File: config.mk
export PLATFORM = sky130hd
export DESIGN_NAME = lsu_byte_sequencer_flat
export DESIGN_NICKNAME = d
export VERILOG_FILES = /design/src/rtl/lsu_byte_sequencer_pkg.sv /design/src/rtl/lsu_byte_sequencer_if.sv /design/src/rtl/lsu_byte_sequencer_load_ext.sv /design/src/rtl/lsu_byte_sequencer.sv /design/src/flat_wrapper.sv
export SDC_FILE = /design/constraint.sdc
export NUM_CORES = 1
export LEC_CHECK = 0
export ABC_AREA = 1
export BUFFER_PORTS_ARGS = -buffer_cell sky130_fd_sc_hd__buf_2
export CAP_MARGIN = 20
export CORE_MARGIN = 1
export CORE_UTILIZATION = 50
export CTS_CLUSTER_SIZE = 40
export DETAILED_ROUTE_END_ITERATION = 10
export PLACE_DENSITY = 0.91
export SLEW_MARGIN = 20
export SYNTH_ARGS = -nofsm -noshare
export SYNTH_HDL_FRONTEND = slang
export SYNTH_SLANG_ARGS = --single-unit
export TNS_END_PERCENT = 50
File: constraint.sdc
create_clock -name clk -period 4.7 [get_ports clk]
set_input_delay 0.47 -clock clk [delete_from_list [all_inputs] [get_ports clk]]
set_output_delay 0.47 -clock clk [all_outputs]
set_load 0.05 [all_outputs]
File: src/rtl/lsu_byte_sequencer_pkg.sv
// lsu_pkg: shared types and helpers for the LSU byte sequencer.
// Contents: access-size enum, FSM state enum, beats-per-access and
// alignment-check functions.
package lsu_pkg;

  typedef enum logic [1:0] {
    SZ_B = 2'b00,
    SZ_H = 2'b01,
    SZ_W = 2'b10
  } size_e;

  typedef enum logic [1:0] {
    ST_IDLE,
    ST_PRELOAD,
    ST_BEAT,
    ST_RESP
  } state_e;

  // Number of byte beats (1, 2 or 4) for an access size.
  function automatic logic [2:0] beat_count(input logic [1:0] size);
    logic [2:0] cnt;
    case (size)
      SZ_B:    cnt = 3'd1;
      SZ_H:    cnt = 3'd2;
      default: cnt = 3'd4;
    endcase
    return cnt;
  endfunction

  // High when the access is misaligned. Size 2'b11 has no legal
  // encoding, so it is rejected here as well.
  function automatic logic misaligned(input logic [1:0] size,
                                      input logic [1:0] addr_lo);
    logic bad;
    case (size)
      SZ_B:    bad = 1'b0;
      SZ_H:    bad = addr_lo[0];
      SZ_W:    bad = (addr_lo != 2'b00);
      default: bad = 1'b1;
    endcase
    return bad;
  endfunction

endpackage

File: src/rtl/lsu_byte_sequencer_if.sv
// lsu_byte_sequencer_if: all non-clock signals of the byte sequencer.
// Groups: req_*/rsp_* (core LSU port), mem_* (8-bit memory bus),
// stg_* (LSU staging register). master = sequencer, slave = environment.
interface lsu_byte_sequencer_if #(
  parameter int ADDR_W = 32
);
  logic              req_valid;
  logic              req_ready;
  logic              req_we;
  logic [1:0]        req_size;
  logic              req_unsigned;
  logic [ADDR_W-1:0] req_addr;
  logic [31:0]       req_wdata;

  logic              rsp_valid;
  logic              rsp_err;
  logic [31:0]       rsp_rdata;

  logic              mem_valid;
  logic              mem_ready;
  logic              mem_we;
  logic [ADDR_W-1:0] mem_addr;
  logic [7:0]        mem_wdata;
  logic [7:0]        mem_rdata;

  logic              stg_wr_en;
  logic              stg_wb_sel;
  logic [1:0]        stg_byte_sel;
  logic [7:0]        stg_d_byte;
  logic [31:0]       stg_d_word;
  logic [31:0]       stg_q_load;
  logic [31:0]       stg_q_store;

  modport master (
    input  req_valid, req_we, req_size, req_unsigned, req_addr, req_wdata,
    output req_ready,
    output rsp_valid, rsp_err, rsp_rdata,
    output mem_valid, mem_we, mem_addr, mem_wdata,
    input  mem_ready, mem_rdata,
    output stg_wr_en, stg_wb_sel, stg_byte_sel, stg_d_byte, stg_d_word,
    input  stg_q_load, stg_q_store
  );

  modport slave (
    output req_valid, req_we, req_size, req_unsigned, req_addr, req_wdata,
    input  req_ready,
    input  rsp_valid, rsp_err, rsp_rdata,
    input  mem_valid, mem_we, mem_addr, mem_wdata,
    output mem_ready, mem_rdata,
    input  stg_wr_en, stg_wb_sel, stg_byte_sel, stg_d_byte, stg_d_word,
    output stg_q_load, stg_q_store
  );

endinterface

File: src/rtl/lsu_byte_sequencer_load_ext.sv
// lsu_load_ext: sign/zero extension of the staging register load view.
// Ports: q (staging contents), size (B/H/W), is_unsigned, data (result).
// Purely combinational; bytes above the access size are ignored.
module lsu_load_ext
  import lsu_pkg::*;
(
  input  logic [31:0] q,
  input  logic [1:0]  size,
  input  logic        is_unsigned,
  output logic [31:0] data
);

  logic fill_b;
  logic fill_h;

  assign fill_b = ~is_unsigned & q[7];
  assign fill_h = ~is_unsigned & q[15];

  always_comb begin
    data = q;
    case (size)
      SZ_B:    data = {{24{fill_b}}, q[7:0]};
      SZ_H:    data = {{16{fill_h}}, q[15:0]};
      default: data = q;
    endcase
  end

endmodule

File: src/rtl/lsu_byte_sequencer.sv
// lsu_byte_sequencer: splits LSU byte/half/word requests into 8-bit
// memory beats, staging load bytes / store words in the LSU register.
// Ports: clk, rst (async, active-high), bus (lsu_byte_sequencer_if.master).
// Optional macro LSU_SEQ_TIMEOUT_EN: per-beat wait timeout (TIMEOUT_CYC).
module lsu_byte_sequencer
  import lsu_pkg::*;
#(
  parameter int ADDR_W      = 32,
  parameter int TIMEOUT_CYC = 255
) (
  input  logic                 clk,
  input  logic                 rst,
  lsu_byte_sequencer_if.master bus
);

  state_e            state;
  logic [1:0]        n;
  logic [1:0]        last_q;
  logic              we_q;
  logic              uns_q;
  logic [1:0]        size_q;
  logic [ADDR_W-1:0] addr_q;
  logic [31:0]       wdata_q;
  logic              mem_valid_q;
  logic              rsp_valid_q;
  logic              rsp_err_q;

  logic [1:0]        beat_last;
  logic [31:0]       ext_data;
  logic              preload;
  logic              load_wr;

`ifdef LSU_SEQ_TIMEOUT_EN
  localparam int WAIT_W = $clog2(TIMEOUT_CYC + 1);
  logic [WAIT_W-1:0] wait_cnt;
`else
  logic unused_timeout;
  assign unused_timeout = ^TIMEOUT_CYC;
`endif

  assign beat_last = 2'(beat_count(bus.req_size) - 3'd1);

  always_ff @(posedge clk or posedge rst) begin
    if (rst) begin
      state       <= ST_IDLE;
      n           <= 2'd0;
      last_q      <= 2'd0;
      we_q        <= 1'b0;
      uns_q       <= 1'b0;
      size_q      <= 2'd0;
      addr_q      <= '0;
      wdata_q     <= 32'd0;
      mem_valid_q <= 1'b0;
      rsp_valid_q <= 1'b0;
      rsp_err_q   <= 1'b0;
`ifdef LSU_SEQ_TIMEOUT_EN
      wait_cnt    <= '0;
`endif
    end else begin
      case (state)
        ST_IDLE: begin
          // req_ready is just "IDLE and not in reset", so valid alone
          // completes the handshake here.
          if (bus.req_valid) begin
            we_q    <= bus.req_we;
            uns_q   <= bus.req_unsigned;
            size_q  <= bus.req_size;
            addr_q  <= bus.req_addr;
            wdata_q <= bus.req_wdata;
            last_q  <= beat_last;
            n       <= 2'd0;
`ifdef LSU_SEQ_TIMEOUT_EN
            wait_cnt <= '0;
`endif
            if (misaligned(bus.req_size, bus.req_addr[1:0])) begin
              state       <= ST_RESP;
              rsp_valid_q <= 1'b1;
              rsp_err_q   <= 1'b1;
            end else if (bus.req_we) begin
              state <= ST_PRELOAD;
            end else begin
              state       <= ST_BEAT;
              mem_valid_q <= 1'b1;
            end
          end
        end

        ST_PRELOAD: begin
          state       <= ST_BEAT;
          mem_valid_q <= 1'b1;
        end

        ST_BEAT: begin
          if (bus.mem_ready) begin
`ifdef LSU_SEQ_TIMEOUT_EN
            wait_cnt <= '0;
`endif
            if (n == last_q) begin
              state       <= ST_RESP;
              mem_valid_q <= 1'b0;
              rsp_valid_q <= 1'b1;
              rsp_err_q   <= 1'b0;
            end else begin
              n <= n + 2'd1;
            end
          end
`ifdef LSU_SEQ_TIMEOUT_EN
          else if (wait_cnt == WAIT_W'(TIMEOUT_CYC - 1)) begin
            state       <= ST_RESP;
            mem_valid_q <= 1'b0;
            rsp_valid_q <= 1'b1;
            rsp_err_q   <= 1'b1;
          end else begin
            wait_cnt <= wait_cnt + 1'b1;
          end
`endif
        end

        ST_RESP: begin
          state       <= ST_IDLE;
          rsp_valid_q <= 1'b0;
          rsp_err_q   <= 1'b0;
        end

        default: begin
          state       <= ST_IDLE;
          mem_valid_q <= 1'b0;
          rsp_valid_q <= 1'b0;
          rsp_err_q   <= 1'b0;
        end
      endcase
    end
  end

  lsu_load_ext u_load_ext (
    .q           (bus.stg_q_load),
    .size        (size_q),
    .is_unsigned (uns_q),
    .data        (ext_data)
  );

  assign bus.req_ready = (state == ST_IDLE) && !rst;

  // Beat fields derive only from registered state, so they hold steady
  // for as long as mem_ready stays low.
  assign bus.mem_valid = mem_valid_q;
  assign bus.mem_we    = mem_valid_q & we_q;
  assign bus.mem_addr  = mem_valid_q ? (addr_q + ADDR_W'(n)) : '0;
  assign bus.mem_wdata = (mem_valid_q && we_q) ? bus.stg_q_store[{n, 3'b000} +: 8] : 8'h00;

  assign bus.rsp_valid = rsp_valid_q;
  assign bus.rsp_err   = rsp_valid_q & rsp_err_q;
  assign bus.rsp_rdata = (rsp_valid_q && !rsp_err_q && !we_q) ? ext_data : 32'd0;

  // Staging writes: a whole-word preload for stores, one lane per
  // accepted read beat for loads. Idle values are forced to zero.
  assign preload = (state == ST_PRELOAD);
  assign load_wr = mem_valid_q && !we_q && bus.mem_ready;

  assign bus.stg_wr_en    = preload | load_wr;
  assign bus.stg_wb_sel   = preload;
  assign bus.stg_byte_sel = load_wr ? n : 2'd0;
  assign bus.stg_d_byte   = load_wr ? bus.mem_rdata : 8'h00;
  assign bus.stg_d_word   = preload ? wdata_q : 32'd0;

endmodule

File: src/flat_wrapper.sv
// flat-port wrapper written by rule: the top's interface ports become plain ports
module lsu_byte_sequencer_flat import lsu_pkg::*;
#(
  parameter int ADDR_W      = 32,
  parameter int TIMEOUT_CYC = 255
)
  (clk, rst, bus_req_valid, bus_req_we, bus_req_size, bus_req_unsigned, bus_req_addr, bus_req_wdata, bus_req_ready, bus_rsp_valid, bus_rsp_err, bus_rsp_rdata, bus_mem_valid, bus_mem_we, bus_mem_addr, bus_mem_wdata, bus_mem_ready, bus_mem_rdata, bus_stg_wr_en, bus_stg_wb_sel, bus_stg_byte_sel, bus_stg_d_byte, bus_stg_d_word, bus_stg_q_load, bus_stg_q_store);
  lsu_byte_sequencer_if #(.ADDR_W(ADDR_W)) bus_i ();
  input  logic clk;
  input  logic rst;
  input wire logic [$bits(bus_i.req_valid)-1:0] bus_req_valid;
  input wire logic [$bits(bus_i.req_we)-1:0] bus_req_we;
  input wire logic [$bits(bus_i.req_size)-1:0] bus_req_size;
  input wire logic [$bits(bus_i.req_unsigned)-1:0] bus_req_unsigned;
  input wire logic [$bits(bus_i.req_addr)-1:0] bus_req_addr;
  input wire logic [$bits(bus_i.req_wdata)-1:0] bus_req_wdata;
  output wire logic [$bits(bus_i.req_ready)-1:0] bus_req_ready;
  output wire logic [$bits(bus_i.rsp_valid)-1:0] bus_rsp_valid;
  output wire logic [$bits(bus_i.rsp_err)-1:0] bus_rsp_err;
  output wire logic [$bits(bus_i.rsp_rdata)-1:0] bus_rsp_rdata;
  output wire logic [$bits(bus_i.mem_valid)-1:0] bus_mem_valid;
  output wire logic [$bits(bus_i.mem_we)-1:0] bus_mem_we;
  output wire logic [$bits(bus_i.mem_addr)-1:0] bus_mem_addr;
  output wire logic [$bits(bus_i.mem_wdata)-1:0] bus_mem_wdata;
  input wire logic [$bits(bus_i.mem_ready)-1:0] bus_mem_ready;
  input wire logic [$bits(bus_i.mem_rdata)-1:0] bus_mem_rdata;
  output wire logic [$bits(bus_i.stg_wr_en)-1:0] bus_stg_wr_en;
  output wire logic [$bits(bus_i.stg_wb_sel)-1:0] bus_stg_wb_sel;
  output wire logic [$bits(bus_i.stg_byte_sel)-1:0] bus_stg_byte_sel;
  output wire logic [$bits(bus_i.stg_d_byte)-1:0] bus_stg_d_byte;
  output wire logic [$bits(bus_i.stg_d_word)-1:0] bus_stg_d_word;
  input wire logic [$bits(bus_i.stg_q_load)-1:0] bus_stg_q_load;
  input wire logic [$bits(bus_i.stg_q_store)-1:0] bus_stg_q_store;
  assign bus_i.req_valid = bus_req_valid;
  assign bus_i.req_we = bus_req_we;
  assign bus_i.req_size = bus_req_size;
  assign bus_i.req_unsigned = bus_req_unsigned;
  assign bus_i.req_addr = bus_req_addr;
  assign bus_i.req_wdata = bus_req_wdata;
  assign bus_req_ready = bus_i.req_ready;
  assign bus_rsp_valid = bus_i.rsp_valid;
  assign bus_rsp_err = bus_i.rsp_err;
  assign bus_rsp_rdata = bus_i.rsp_rdata;
  assign bus_mem_valid = bus_i.mem_valid;
  assign bus_mem_we = bus_i.mem_we;
  assign bus_mem_addr = bus_i.mem_addr;
  assign bus_mem_wdata = bus_i.mem_wdata;
  assign bus_i.mem_ready = bus_mem_ready;
  assign bus_i.mem_rdata = bus_mem_rdata;
  assign bus_stg_wr_en = bus_i.stg_wr_en;
  assign bus_stg_wb_sel = bus_i.stg_wb_sel;
  assign bus_stg_byte_sel = bus_i.stg_byte_sel;
  assign bus_stg_d_byte = bus_i.stg_d_byte;
  assign bus_stg_d_word = bus_i.stg_d_word;
  assign bus_i.stg_q_load = bus_stg_q_load;
  assign bus_i.stg_q_store = bus_stg_q_store;
  lsu_byte_sequencer #(.ADDR_W(ADDR_W), .TIMEOUT_CYC(TIMEOUT_CYC)) u_core (.clk(clk), .rst(rst), .bus(bus_i));
endmodule
==> results.sh <==
export IMPL_outcome="finished, final reports clean"
export IMPL_h_tree_depth=3
export IMPL_clk_pin_slew_ps=80
export IMPL_hold_end="u_core.wdata_q[21]"
export IMPL_drc_errors=0
export IMPL_dp_cells=1211
export IMPL_crit_type="reg -> out"
export IMPL_synth_area_mm2=0.00522
export IMPL_post_cts_setup_buffers=0
export IMPL_syn_nets=995
export IMPL_drv_cap=0
export IMPL_globalRouteTotalUtil_pct=29.8
export IMPL_synth_cells=843
export IMPL_cts_root_buf="clkbuf_8"
export IMPL_finish_net_count=1241
export IMPL_power_density_mw_per_mm2=733
export IMPL_r2r_cells=8
export IMPL_cts_tree="yes"
export IMPL_rrSetupSlack_ps=2110
export IMPL_synth_cell_type_count=26
export IMPL_regArea_mm2=0.00193
export IMPL_cts_resized=0
export IMPL_port_buffers=264
export IMPL_syn_area_per_cell_um2=6.20
export IMPL_drtIter0Drc=583
export IMPL_die_area_mm2=0.0109
export IMPL_start_util_pct=52.5
export IMPL_postSynth_asyncResetShare_pct=100
export IMPL_fin_worst_skew_ps=7.70
export IMPL_fillers=910
export IMPL_grt_max_degree=78
export IMPL_cts_hold_buffers=0
export IMPL_hold_class="in -> reg"
export IMPL_gp_congestion=0.968
export IMPL_grt_pass1_wl_um=25800
export IMPL_core_mm2=0.00995
export IMPL_worstPathMaxFanout=21
export IMPL_timing_rr_start="u_core.state[1]"
export IMPL_synth_ff_type="dfrtp_1"
export IMPL_yosysSeqAreaShare_pct=36.9
export IMPL_firstDrtPassIters=6
export IMPL_start_kind="flip-flop"
export IMPL_worstPathRequired_ps=4230
export IMPL_grt_pass1_vias=5375
export IMPL_tns_ps=0
export IMPL_rsz0062_at_grt="false"
export IMPL_wirelength_um=16200
export IMPL_drv_slew=0
export IMPL_fp_dieH_um=104
export IMPL_slew_headroom_pct=35.7
export IMPL_grt_overflow_total=0
export IMPL_stdcell_count=1230
export IMPL_crit_arrival_ps=2820
export IMPL_irDropWorstVdd_mv=0.387
export IMPL_antenna_found_initial=4
export IMPL_synth_warnings=0
export IMPL_period_share_pct=70.0
export IMPL_area_growth_pct=30.1
export IMPL_worstSkewPairLatency_ps=340
export IMPL_finalInstanceArea_mm2=0.00679
export IMPL_postPlaceCellArea_mm2=0.00659
export IMPL_hold_viol=0
export IMPL_layout_drive_gt1_share_pct=29.2
export IMPL_cts_buffer_depth=2
export IMPL_min_from="bus_req_wdata[21]"
export IMPL_multi_input_area_mm2=0.00274
export IMPL_r2r_end="u_core.addr_q[6]"
export IMPL_cts_sinks=77
export IMPL_synth_edf_count=0
export IMPL_hold_depth=3
export IMPL_crit_path_end_kind="output pin"
export IMPL_die_w_um=104
export IMPL_wl_per_cell_um=13.1
export IMPL_ant_nets=0
export IMPL_cts_made_buffers=9
export IMPL_fmax_mhz=304
export IMPL_avgViaCountPerCell=4.89
export IMPL_ioPinCount=265
export IMPL_dpl_hpwl_um=12600
export IMPL_leakagePower_nw=4.16
export IMPL_max_slew_worst_pin_slew_ps=964
export IMPL_rows=36
export IMPL_vias=6020
export IMPL_min_period_ps=3290
export IMPL_ys_ff_latch=77
export IMPL_setup_viol=0
## registers in the layout, summed over array words and instances (netlist names)
signal / count
u_core.last_q: 2
u_core.size_q: 2
u_core.rsp_err_q: 1
u_core.we_q: 1
u_core.bus.mem_valid: 1
u_core.uns_q: 1
u_core.state: 2
u_core.addr_q: 32
u_core.wdata_q: 32
u_core.n: 2
u_core.bus.rsp_valid: 1
## through the flow
stage          setup WS (ps)  hold slack (ps)  util (%)  total power, mW
4_1_cts                 1420              301      68.2             4.98
3_5_place_dp            1820              466      66.2             4.46
2_1_floorplan           1860              449         -             3.73
6_report                1410              315      68.2             4.98
3_3_place_gp            1880              461      66.1             4.40
5_1_grt                 1200              312      68.2             5.32
## layout by cell type, fill, tap and decap left out, types with 5 or more instances in the layout
| cell | n |
|---|---|
| a21oi_1 | 27 |
| o21ai_0 | 60 |
| inv_2 | 7 |
| buf_2 | 264 |
| nand2_2 | 8 |
| nand3_1 | 22 |
| nand4_1 | 5 |
| ha_1 | 6 |
| xor2_1 | 5 |
| nor2_4 | 5 |
| clkbuf_8 | 10 |
| nor2_1 | 150 |
| nor2_2 | 10 |
| dfrtp_1 | 77 |
| nand2_1 | 311 |
| inv_1 | 100 |
## worst max-delay path by stage
stage	startpoint	to	slack, ps	cells past startpoint
floorplan	u_core.addr_q[0]	bus_mem_addr[14]	1860	7
global placement	u_core.n[0]	bus_mem_addr[20]	1880	11
detailed placement	u_core.n[0]	bus_mem_addr[20]	1820	11
CTS	u_core.n[0]	bus_mem_addr[20]	1420	11
global route	u_core.n[0]	bus_mem_addr[20]	1200	11
finish	u_core.n[0]	bus_mem_addr[20]	1410	11
## synth_stat cells, types with 6 or more instances
| library cell | instances | area share (%) |
|---|---|---|
| a21oi_1 | 27 | 2.6 |
| inv_2 | 6 | 0.43 |
| ha_1 | 7 | 1.7 |
| buf_2 | 16 | 1.5 |
| nor2_2 | 10 | 1.2 |
| nand2_2 | 8 | 0.96 |
| nand2_1 | 311 | 22 |
| clkbuf_1 | 13 | 0.93 |
| dfrtp_1 | 77 | 37 |
| nand3_1 | 22 | 2.1 |
| inv_1 | 102 | 7.3 |
| nor2_1 | 150 | 11 |
| o21ai_0 | 60 | 5.7 |
## metal layers
layer / wire length [µm] / global-route usage [%] / vias up
met4: 290 / 10.9 / 2
met5: 10 / 0 / -
met3: 1540 / 6.02 / 25
met1: 6520 / 38.7 / 2646
met2: 7810 / 49.1 / 311
li1: - / - / 3036
## worst max-delay path: stages (launching register included)
cell and delay, ps:
dfrtp_1 780, ha_1 350, fa_1 280, nand2_4 90, nor2_2 180, nand2_2 120
inv_2 80, nand4_1 100, nand2_1 80, nand2_1 50, nor2_1 100, buf_2 260
## power by group
group / internal (mW) / total, mW / leakage (nW) / switching (mW)
clock: 0.261 / 0.513 / 0.0960 / 0.252
sequential: 0.978 / 1.31 / 0.955 / 0.334
combinational: 0.746 / 3.15 / 3.11 / 2.41
total: 1.98 / 4.98 / 4.16 / 2.99
## kinds of logic (layout without fill, tap and decap cells)
group	after synthesis	after routing	synth area share, %
AO/OA/AOI/OAI	90	90	8.77
XOR/XNOR	5	5	0.838
adder cells (fa/ha/maj)	8	8	2.06
buffers and inverters	141	392	10.7
flip-flops	77	77	36.9
other	0	3	0
AND/OR/NAND/NOR	522	522	40.7
## final cells by class
cell class / count / share of cell area, %
diodes: 3 / 0.111
inverters: 109 / 6.04
clock inverters: 5 / 0.866
clock buffers: 11 / 2.08
flip-flops and latches: 77 / 28.4
well taps: 133 / 2.45
repair buffers: 267 / 19.8
multi-input cells: 625 / 40.3
Power figures use the tool's default switching activity.
